===== config.mk =====
export PLATFORM = sky130hd
export DESIGN_NAME = mips_test_sequencer
export DESIGN_NICKNAME = d
export VERILOG_FILES = /design/src/rtl/mips_test_sequencer.sv
export SDC_FILE = /design/constraint.sdc
export NUM_CORES = 1
export LEC_CHECK = 0
export BUFFER_PORTS_ARGS = -buffer_cell sky130_fd_sc_hd__buf_2
export CAP_MARGIN = 10
export CORE_ASPECT_RATIO = 2
export CORE_UTILIZATION = 38
export DETAILED_ROUTE_END_ITERATION = 10
export GPL_TIMING_DRIVEN = 1
export PLACE_DENSITY = 0.78
export SLEW_MARGIN = 20
export SYNTH_ARGS = -nofsm -noshare
export SYNTH_HDL_FRONTEND = slang
export SYNTH_SLANG_ARGS = --single-unit

===== constraint.sdc =====
create_clock -name clk1 -period 2.19 [get_ports clk1]
set_input_delay 0.438 -clock clk1 [delete_from_list [all_inputs] [get_ports clk1]]
set_output_delay 0.438 -clock clk1 [all_outputs]
set_load 0.05 [all_outputs]

===== src/rtl/mips_test_sequencer.sv =====
// Run-control sequencer for the MIPS32 pipeline: streams a program into imem,
// initialises the register file, runs the core with a cycle limit and dumps registers.
module mips_test_sequencer #(
   parameter int DATA_W     = 32,
   parameter int IMEM_AW    = 10,
   parameter int PROG_DEPTH = 1024,
   parameter int NREGS      = 32,
   parameter int REG_AW     = 5,
   parameter int DUMP_REGS  = 6,
   parameter int INIT_MODE  = 1,
   parameter int CNT_W      = 16,
   parameter int MAX_CYCLES = 1000
) (
   input  logic               clk1,
   input  logic               rst,
   input  logic               start,
   input  logic               prog_valid,
   output logic               prog_ready,
   input  logic [DATA_W-1:0]  prog_data,
   input  logic               prog_last,
   output logic               imem_we,
   output logic [IMEM_AW-1:0] imem_addr,
   output logic [DATA_W-1:0]  imem_wdata,
   output logic               rf_we,
   output logic [REG_AW-1:0]  rf_addr,
   output logic [DATA_W-1:0]  rf_wdata,
   input  logic [DATA_W-1:0]  rf_rdata,
   output logic               cpu_rst,
   output logic               cpu_run,
   input  logic               cpu_halted,
   output logic               dump_valid,
   input  logic               dump_ready,
   output logic [REG_AW-1:0]  dump_reg,
   output logic [DATA_W-1:0]  dump_data,
   output logic               busy,
   output logic               done,
   output logic               timeout,
   output logic               prog_ovf,
   output logic [CNT_W-1:0]   cycles
);
   typedef enum logic [2:0] {
      S_IDLE, S_LOAD, S_INIT, S_LAUNCH, S_RUN, S_DUMP, S_DONE
   } state_t;

   localparam logic [IMEM_AW:0]  DEPTH     = (IMEM_AW+1)'(PROG_DEPTH);
   localparam logic [REG_AW-1:0] INIT_LAST = REG_AW'(NREGS - 1);
   localparam logic [REG_AW-1:0] DUMP_LAST = REG_AW'(DUMP_REGS - 1);
   localparam logic [CNT_W-1:0]  CYC_MAX   = CNT_W'(MAX_CYCLES);

   state_t             state_r;
   logic [IMEM_AW:0]   widx_r;
   logic [REG_AW-1:0]  idx_r;
   logic [CNT_W-1:0]   cycles_r;
   logic               done_r;
   logic               timeout_r;
   logic               ovf_r;
   logic               in_range_s;
   logic [CNT_W-1:0]   cyc_inc_s;

   // Word index is one bit wider than the address so a full-depth program cannot wrap it
   assign in_range_s = (widx_r < DEPTH);
   assign cyc_inc_s  = (cycles_r == CYC_MAX) ? cycles_r : cycles_r + CNT_W'(1);

   assign done     = done_r;
   assign timeout  = timeout_r;
   assign prog_ovf = ovf_r;
   assign cycles   = cycles_r;

   // State decode of strobes; imem write data and dump data pass straight through
   always_comb begin
      prog_ready = 1'b0;
      imem_we    = 1'b0;
      imem_addr  = {IMEM_AW{1'b0}};
      imem_wdata = {DATA_W{1'b0}};
      rf_we      = 1'b0;
      rf_addr    = {REG_AW{1'b0}};
      rf_wdata   = {DATA_W{1'b0}};
      cpu_rst    = 1'b0;
      cpu_run    = 1'b0;
      dump_valid = 1'b0;
      dump_reg   = {REG_AW{1'b0}};
      dump_data  = {DATA_W{1'b0}};
      busy       = 1'b0;
      case (state_r)
         S_LOAD: begin
            busy       = 1'b1;
            prog_ready = 1'b1;
            imem_we    = prog_valid & in_range_s;
            imem_addr  = widx_r[IMEM_AW-1:0];
            imem_wdata = prog_data;
         end
         S_INIT: begin
            busy    = 1'b1;
            rf_we   = 1'b1;
            rf_addr = idx_r;
            if (INIT_MODE != 0) begin
               rf_wdata = DATA_W'(idx_r);
            end else begin
               rf_wdata = {DATA_W{1'b0}};
            end
         end
         S_LAUNCH: begin
            busy    = 1'b1;
            cpu_rst = 1'b1;
         end
         S_RUN: begin
            busy    = 1'b1;
            cpu_run = 1'b1;
         end
         S_DUMP: begin
            busy       = 1'b1;
            rf_addr    = idx_r;
            dump_valid = 1'b1;
            dump_reg   = idx_r;
            dump_data  = rf_rdata;
         end
         default: begin
            busy = 1'b0;
         end
      endcase
   end

   // Session FSM with its counters and sticky status flags
   always_ff @(posedge clk1) begin
      if (rst) begin
         state_r   <= S_IDLE;
         widx_r    <= {(IMEM_AW+1){1'b0}};
         idx_r     <= {REG_AW{1'b0}};
         cycles_r  <= {CNT_W{1'b0}};
         done_r    <= 1'b0;
         timeout_r <= 1'b0;
         ovf_r     <= 1'b0;
      end else begin
         case (state_r)
            S_IDLE, S_DONE: begin
               if (start) begin
                  state_r   <= S_LOAD;
                  widx_r    <= {(IMEM_AW+1){1'b0}};
                  idx_r     <= {REG_AW{1'b0}};
                  cycles_r  <= {CNT_W{1'b0}};
                  done_r    <= 1'b0;
                  timeout_r <= 1'b0;
                  ovf_r     <= 1'b0;
               end
            end
            S_LOAD: begin
               if (prog_valid) begin
                  if (in_range_s) begin
                     widx_r <= widx_r + (IMEM_AW+1)'(1);
                  end else begin
                     ovf_r <= 1'b1;
                  end
                  if (prog_last) begin
                     state_r <= S_INIT;
                     idx_r   <= {REG_AW{1'b0}};
                  end
               end
            end
            S_INIT: begin
               if (idx_r == INIT_LAST) begin
                  state_r <= S_LAUNCH;
                  idx_r   <= {REG_AW{1'b0}};
               end else begin
                  idx_r <= idx_r + REG_AW'(1);
               end
            end
            S_LAUNCH: begin
               state_r <= S_RUN;
            end
            S_RUN: begin
               cycles_r <= cyc_inc_s;
               // Halt takes priority over the cycle limit when both land together
               if (cpu_halted) begin
                  state_r <= S_DUMP;
               end else if (cyc_inc_s == CYC_MAX) begin
                  state_r   <= S_DUMP;
                  timeout_r <= 1'b1;
               end
            end
            S_DUMP: begin
               if (dump_ready) begin
                  if (idx_r == DUMP_LAST) begin
                     state_r <= S_DONE;
                     done_r  <= 1'b1;
                  end else begin
                     idx_r <= idx_r + REG_AW'(1);
                  end
               end
            end
            default: begin
               state_r <= S_IDLE;
            end
         endcase
      end
   end
endmodule

**Yosys cells after proc, flatten, opt, wreduce, memory -nomap -nowiden**

Index checks and enable logic that the tools add are counted.
Widths: inputs -> output; s select.

- Register bits after elaboration: 38
- Input bits: 71
- Logic and storage cells: 95
- Output and inout bits: 142

- Add/subtract/negate cells: 3
- Mux-type cells: 46
- Bitwise gates (word level): 1
- Equal/unequal tests: 22
- Order comparisons: 1
- Reduce and logical (&&, ||, !) cells: 15

Operators by type and width:

| operator | number |
|---|---|
| $mux 32 | 2 |
| $mux 5 | 9 |
| $mux 11 | 3 |
| $eq 16x10->1 const B | 2 |
| $mux 16 | 2 |
| $pmux 16 s2 | 1 |
| $mux 3 | 8 |
| $ne 2x2->1 const B | 11 |
| $pmux 11 s2 | 1 |
| $pmux 5 s4 | 1 |
| $pmux 3 s6 | 1 |
| $add 16x1->16 const B | 1 |
| $reduce_and 4->1 | 4 |
| $mux 1 | 14 |
| $add 11x1->11 const B | 1 |
| $lt 11x11->1 const B | 1 |
| $mux 10 | 1 |
| $eq 3x3->1 const B | 3 |
| $reduce_and 7->1 | 1 |
| $eq 3x2->1 const B | 2 |
| $pmux 1 s2 | 3 |
| $reduce_and 6->1 | 1 |
| $reduce_bool 2->1 | 3 |
| $add 5x1->5 const B | 1 |
| 10 further kinds | 11 |

**Depth between registers and ports, before layout**

Gate-level depths: netlist of the first run.

- Depth in word-level cells: 6
- Gate-level depth with buffers: 9
- Mapped depth without buffers: 8

**Least setup slack after synthesis of the first run**

No wires, ideal clock.

- Path type: flip-flop to output port
- Start: reg state_r[2]
- End: out imem_addr[0]
- Slack: -0.591 ns
- Buffers on the path: 3
- Data required time: 1.752 ns
- Cell stages (with the launch flop): 6
- Arrival time: 2.343 ns
- Cells stage by stage: dfxtp_1 clkbuf_1 clkbuf_1 nor3b_1 clkbuf_1 and2_1

- Longest elaborated chain between the ends: 2

RTL lines:

| element | RTL line | source |
|---|---|---|
| start: declaration | 50 | `state_t state_r;` |
| start signal: assignment | 126 | `state_r <= S_IDLE;` |
| start signal: assignment | 137 | `state_r <= S_LOAD;` |
| start signal: assignment | 154 | `state_r <= S_INIT;` |
| $eq 3x1->1 | 84 | `case (state_r)` |
| $mux 10 | 84 |  |
| end: declaration | 22 | `output logic [IMEM_AW-1:0] imem_addr,` |

No other way between the ends.

**Worst setup path in the final report of the first run**

- Start: reg cycles_r[1], in the netlist cycles[1]
- End: reg timeout_r, in the netlist timeout

- Longest elaborated chain between the ends: 5
- Elaborated cells between the ends (all ways): 6
- Classes of those cells: add/sub (1); eq/ne (3); mux (1); reduce/logical (1)

RTL lines:

| element | RTL line | source |
|---|---|---|
| start: declaration | 53 | `logic [CNT_W-1:0] cycles_r;` |
| start signal: assignment | 129 | `cycles_r <= {CNT_W{1'b0}};` |
| start signal: assignment | 140 | `cycles_r <= {CNT_W{1'b0}};` |
| start signal: assignment | 171 | `cycles_r <= cyc_inc_s;` |
| $add 16x1->16 or $eq 16x10->1 (tied branches) | 62 | `assign cyc_inc_s = (cycles_r == CYC_MAX) ? cycles_r : cycles_r + CNT_W'(1);` |
| $mux 16 (*) | 62 |  |
| $eq 16x10->1 (*) | 175 | `end else if (cyc_inc_s == CYC_MAX) begin` |
| $ne 2x2->1 (no line) (*) | -- |  |
| $reduce_and 4->1 (no line) (*) | -- |  |
| end signal: assignment | 131 | `timeout_r <= 1'b0;` |
| end signal: assignment | 142 | `timeout_r <= 1'b0;` |
| end signal: assignment | 177 | `timeout_r <= 1'b1;` |
| end: declaration | 55 | `logic timeout_r;` |

Every way passes the cells marked *; elsewhere a longest branch is shown, timed or not.
A chain may end at the register's enable or synchronous reset.

==> flow_summary.json, run 1 <==
{
  "status": "finished with violations",
  "failed_checks": "negative setup slack",
  "avgRoutedWirePerCell_um": 17.7,
  "worstPathRequired_ns": 2.39,
  "grt_use_total_pct": 30.4,
  "core.rowCount": 45,
  "setup_violations": 1,
  "first_pass_iters": 5,
  "dieArea_um2": 8340,
  "vias": 3860,
  "yosys-top-cells-area": "dfxtp_1, and3_1, and2_1",
  "antenna_cells": 0,
  "worstSkewPairLatency_ns": 0.29,
  "rrSetupSlack_ns": -0.04,
  "maxCapViolCount": 0,
  "ys_seq_elements": 38,
  "met3WireLength_mm": 1.13,
  "die_h_um": 128,
  "grt_pass1_wl_mm": 18.6,
  "core_um2": 7660,
  "grt_overflow": 0,
  "clk_pin_slew_ns": 0.06,
  "synth_area_um2": 3020,
  "leakage_nw": 2.57,
  "power_mw": 2.25,
  "start_util_pct": 39.5,
  "avgSynthCellArea_um2": 7.27,
  "io_buffers": 185,
  "grt_pass1_vias": 3523,
  "cts_tree": "done",
  "syn_inst": 416,
  "tightest_slew_ns": 0.503,
  "synthArstFlopShare_pct": 0,
  "die_x_um": 65.1,
  "fin_util_pct": 60.7,
  "finalHoldViolCount": 0,
  "fmax_ghz": 0.449,
  "wl_met1_mm": 4.61,
  "finClkSkew_ns": 0.00615,
  "fin_tns_setup_ns": -0.0371,
  "cts_buffers": 5,
  "hold_buffers": 0,
  "finalCriticalPeriod_ns": 2.23,
  "post_dp_cell_area_um2": 4330,
  "cts.sinks": 38,
  "seq_area_frac_synth_pct": 25.2,
  "drt_iter0_markers": 219,
  "route.met2.wl_mm": 6.62,
  "layout-drive-gt1-share_pct": 46.8,
  "critPathCaptureType": "flop",
  "grt_antenna_before_repair": 1,
  "vdd_drop_max_mv": 0.278,
  "synthToLayoutAreaGrowth_pct": 53.7,
  "finalNetCount": 709,
  "dr.max_layer_used": "met5",
  "yosys.area.top_type": "dfxtp_1",
  "clockBufferDepth": 2,
  "setup_ws_ns": -0.0371,
  "drc_errors": 0,
  "worstPathMaxFanout": 5,
  "powerDensity_nw_per_um2": 483,
  "critPathArrivalTime_ns": 2.43,
  "io-pin-count": 213,
  "postRouteAntennaNets": 0,
  "worstHoldPathType": "input port to flop",
  "totalWireLength_mm": 12.9,
  "dpl.hpwl_mm": 10.2,
  "finalCritPeriodShare_pct": 102,
  "critical_path_class": "flop to flop",
  "synth_edf_count": 0,
  "via_per_inst": 5.31,
  "fillCellCount": 715,
  "drv_slew": 0,
  "synth_ff_type": "dfxtp_1",
  "rsz0062_at_grt": "true",
  "synth_warnings": 0,
  "gp_congestion": 1.01,
  "synth_cell_types": 53,
  "final_area_um2": 4650,
  "htree_levels": 2,
  "synth_top_area_share_pct": 25.2,
  "grt_max_degree": 47,
  "critPathLaunchType": "flop",
  "ctsRootBufferMaster": "clkbuf_16",
  "max_slew_margin_pct": 66.1
}
## synth_stat cells, types with 3 or more instances
library cell and instances:
a211oi_1 5, a21oi_1 19, a22oi_1 6, a31oi_1 3
and2_1 46, and3_1 49, buf_4 30, clkbuf_1 23
dfxtp_1 38, ha_1 6, inv_1 11, nand2_1 24
nand2b_1 5, nand3_1 13, nand4_1 9, nor2_1 48
nor2b_1 6, nor3_1 4, o21ai_0 13, or2_2 4
or3_1 3, xnor2_1 6, xor2_1 8
## path summary, 6_finish.rpt
kind                   start  endpoint  depth (start not counted)
setup / recovery   cycles[1]   timeout                          7
hold / removal    cpu_halted   timeout                          2
setup reg to reg   cycles[1]   timeout                          7
hold reg to reg     prog_ovf  prog_ovf                          2
## flip-flops by register name, summed over array words and instances, names as in the netlist
| register | cells |
|---|---|
| cycles | 16 |
| done | 1 |
| idx_r | 5 |
| prog_ovf | 1 |
| state_r | 3 |
| timeout | 1 |
| widx_r | 11 |
## cell families (layout without fill, tap and decap cells)
group                    after synthesis  count (layout)  synth area share (%)
AND/OR/NAND/NOR                      226             226                  42.0
buffers and inverters                 67             258                  12.2
AO/OA/AOI/OAI                         62              62                  13.4
flip-flops                            38              38                  25.2
XOR/XNOR                              14              14                  4.05
adder cells (fa/ha/maj)                6               6                  2.48
multiplexers                           2               2                 0.703
other                                  1              27                 0.124
## report_power, final
group,switching [mW],internal [mW]
combinational,0.492,0.200
sequential,0.0161,0.699
clock,0.300,0.539
## layout by cell type, fill, tap and decap left out, drive strengths merged, types with 11 or more instances in the layout
master | synthesis | routed
a21oi | 19 | 19
o21ai | 13 | 13
nand3 | 13 | 13
conb | 1 | 27
buf | 32 | 238
dfxtp | 38 | 38
and2 | 46 | 46
and3 | 50 | 50
inv | 11 | 11
nor2 | 48 | 48
nand2 | 24 | 24
## through the flow
step                worst slack [ns]  cells  hold WS (ns)
floorplan                     -0.233    442         0.453
global route                  -0.106    727         0.372
finish                       -0.0371    727         0.371
global placement             -0.0670    711         0.458
detailed placement            -0.103    711         0.468
CTS                          -0.0382    725         0.368
## repair_timing
| item | 4_1_cts | 5_1_grt |
|---|---|---|
| setup endpoints to repair | 12 | 15 |
| pin swaps | 2 | 6 |
| cloned | 0 | 0 |
| setup buffers | 6 | 4 |
| gates resized for setup | 7 | 16 |
## layout make-up
| type | count | area [um2] | area share, % |
|---|---|---|---|
| sequential | 38 | 785 | 16.9 |
| tap | 94 | 118 | 2.53 |
| clock buffer | 7 | 133 | 2.85 |
| multi-input combinational | 337 | 2100 | 45.2 |
| timing repair buffer | 239 | 1440 | 31.0 |
| inverter | 11 | 41.3 | 0.888 |
| clock inverter | 1 | 30.0 | 0.646 |
## critical path, stage by stage (launching register included)
cell and delay, ns:
dfxtp_2 0.35, buf_4 0.15, and2_1 0.20, o2111ai_2 0.23
nand3_1 0.18, a211o_1 0.33, or4b_4 0.50, o41ai_2 0.20
## metal layers
| layer | global-route usage, % | up-vias |
|---|---|---|
| li1 | - | 1812 |
| met1 | 32.8 | 1779 |
| met2 | 54.5 | 232 |
| met3 | 6.94 | 35 |
| met4 | 13.9 | 2 |
| met5 | 0 | - |
No activity file was read; power rests on OpenSTA's default activity.
==> run 2, diff against run 1 <==
Settings changed: CORE_UTILIZATION 38 to 42, PLACE_DENSITY 0.78 to 0.82.
Clock period 2.19 ns to 2.3 ns, I/O delays scaled along.
==> flow_summary.json, run 2 (synthesis gave the netlist of run 1 again) <==
{
  "core_um2": 6940,
  "final_cell_mix": "buf_2, and3_1, nor2_1",
  "leakage_nw": 2.39,
  "max_slew_margin_pct": 61.2,
  "die_h_um": 122,
  "rsz0062_at_grt": "true",
  "critPathCaptureType": "flop",
  "power_frac_clock_pct": 33.6,
  "worstPathMaxFanout": 8,
  "clk_pin_slew_ns": 0.06,
  "gp_congestion": 0.966,
  "maxCapViolCount": 0,
  "clockBufferDepth": 2,
  "worstHoldPathType": "input port to flop",
  "multiInputGateArea_um2": 2050,
  "grt_pass1_vias": 3322,
  "worstSkewPairLatency_ns": 0.28,
  "switchingPower_mw": 0.733,
  "first_pass_iters": 4,
  "grt_antenna_before_repair": 6,
  "tightest_slew_ns": 0.582,
  "postRouteAntennaNets": 0,
  "failed_checks": "negative setup slack",
  "setup_violations": 1,
  "p_int_mw": 1.23,
  "start_util_pct": 43.6,
  "io-pin-count": 213,
  "status": "finished with violations",
  "vias": 3700,
  "io_buffers": 185,
  "fmax_ghz": 0.433,
  "pre_cts_ws_ns": -0.0228,
  "fillCellCount": 625,
  "vdd_drop_max_mv": 0.258,
  "switching_share_pct": 37.4,
  "via_per_inst": 5.29,
  "cts.sinks": 38,
  "p_seq_share_pct": 34.7,
  "core.rowCount": 43,
  "synthToLayoutAreaGrowth_pct": 43.6,
  "finClkSkew_ns": 0.00388,
  "totalWireLength_mm": 11.4,
  "largest_register_ffs": 16,
  "drc_errors": 0,
  "final_common_cell": "buf_2",
  "drv_slew": 0,
  "fin_tns_setup_ns": -0.00993,
  "grt_max_degree": 44,
  "regArea_um2": 786,
  "critPathArrivalTime_ns": 2.49,
  "avgRoutedWirePerCell_um": 16.2,
  "rrSetupSlack_ns": -0.01,
  "finalCriticalPeriod_ns": 2.31,
  "layout-drive-gt1-share_pct": 43.0,
  "cts_buffers": 5,
  "finalNetCount": 682,
  "ctsRootBufferMaster": "clkbuf_16",
  "dieArea_um2": 7560,
  "grt_use_total_pct": 29.3,
  "critPathLaunchType": "flop",
  "grt_overflow": 0,
  "drt_iter0_markers": 216,
  "cts_tree": "done",
  "die_x_um": 62,
  "p_comb_share_pct": 31.7,
  "hold_slack_ns": 0.400,
  "htree_levels": 2,
  "grt_pass1_wl_mm": 16.4,
  "power_mw": 1.96,
  "hold_buffers": 0,
  "finalCritPeriodShare_pct": 100,
  "powerDensity_nw_per_um2": 451,
  "dpl.hpwl_mm": 9.09,
  "worstPathRequired_ns": 2.48,
  "setup_ws_ns": -0.00993,
  "critical_path_class": "flop to flop",
  "finalHoldViolCount": 0
}
run 2: worst paths after layout:
| kind | start | endpoint | cells after the start |
|---|---|---|---|
| worst min-delay path | cpu_halted | timeout | 2 |
| worst min register to register | timeout | timeout | 2 |
| worst max register to register | cycles[5] | timeout | 6 |
| worst max-delay path | cycles[5] | timeout | 6 |
run 2: power groups by stage:
stage	registers, mW	logic [mW]	clock network (mW)
after CTS	0.681	0.618	0.675
after floorplan	0.689	0.482	0
after global placement	0.694	0.607	0
after global routing	0.681	0.661	0.703
after detailed placement	0.694	0.616	0
final	0.680	0.622	0.659
run 2: area by class of cell:
cell class / count / area share (%)
antenna: 5 / 0.288
sequential: 38 / 18.1
inverter: 11 / 1.01
clock buffer: 7 / 3.05
multi-input combinational: 337 / 47.1
timing repair buffer: 212 / 27.8
tap: 90 / 2.59
run 2: repair_timing:
| item | CTS | global route |
|---|---|---|
| pin swaps | 1 | 1 |
| buffers inserted | 0 | 2 |
| gates resized for setup | 4 | 9 |
| setup endpoints to repair | 4 | 6 |
run 2: critical path: stages (launching register included):
cell and delay [ns]:
dfxtp_2 0.40, or3b_4 0.43, nor4_4 0.26, mux2i_1 0.12
a211o_1 0.28, or4b_4 0.51, o41ai_2 0.22
run 2: layer usage:
| layer | share of wire [%] | global-route usage [%] |
|---|---|---|
| met5 | 0.24 | 0 |
| met4 | 3.0 | 13.2 |
| met3 | 11 | 11.0 |
| met2 | 53 | 50.9 |
| met1 | 33 | 29.4 |
run 2: per-stage QoR:
step / std cells / area [um2] / util (%)
5_1_grt: 697 / 4340 / 62.5
3_3_place_gp: 686 / 4150 / 59.8
3_5_place_dp: 686 / 4150 / 59.8
6_report: 700 / 4340 / 62.6
2_1_floorplan: 442 / 3160 / -
4_1_cts: 693 / 4300 / 61.9
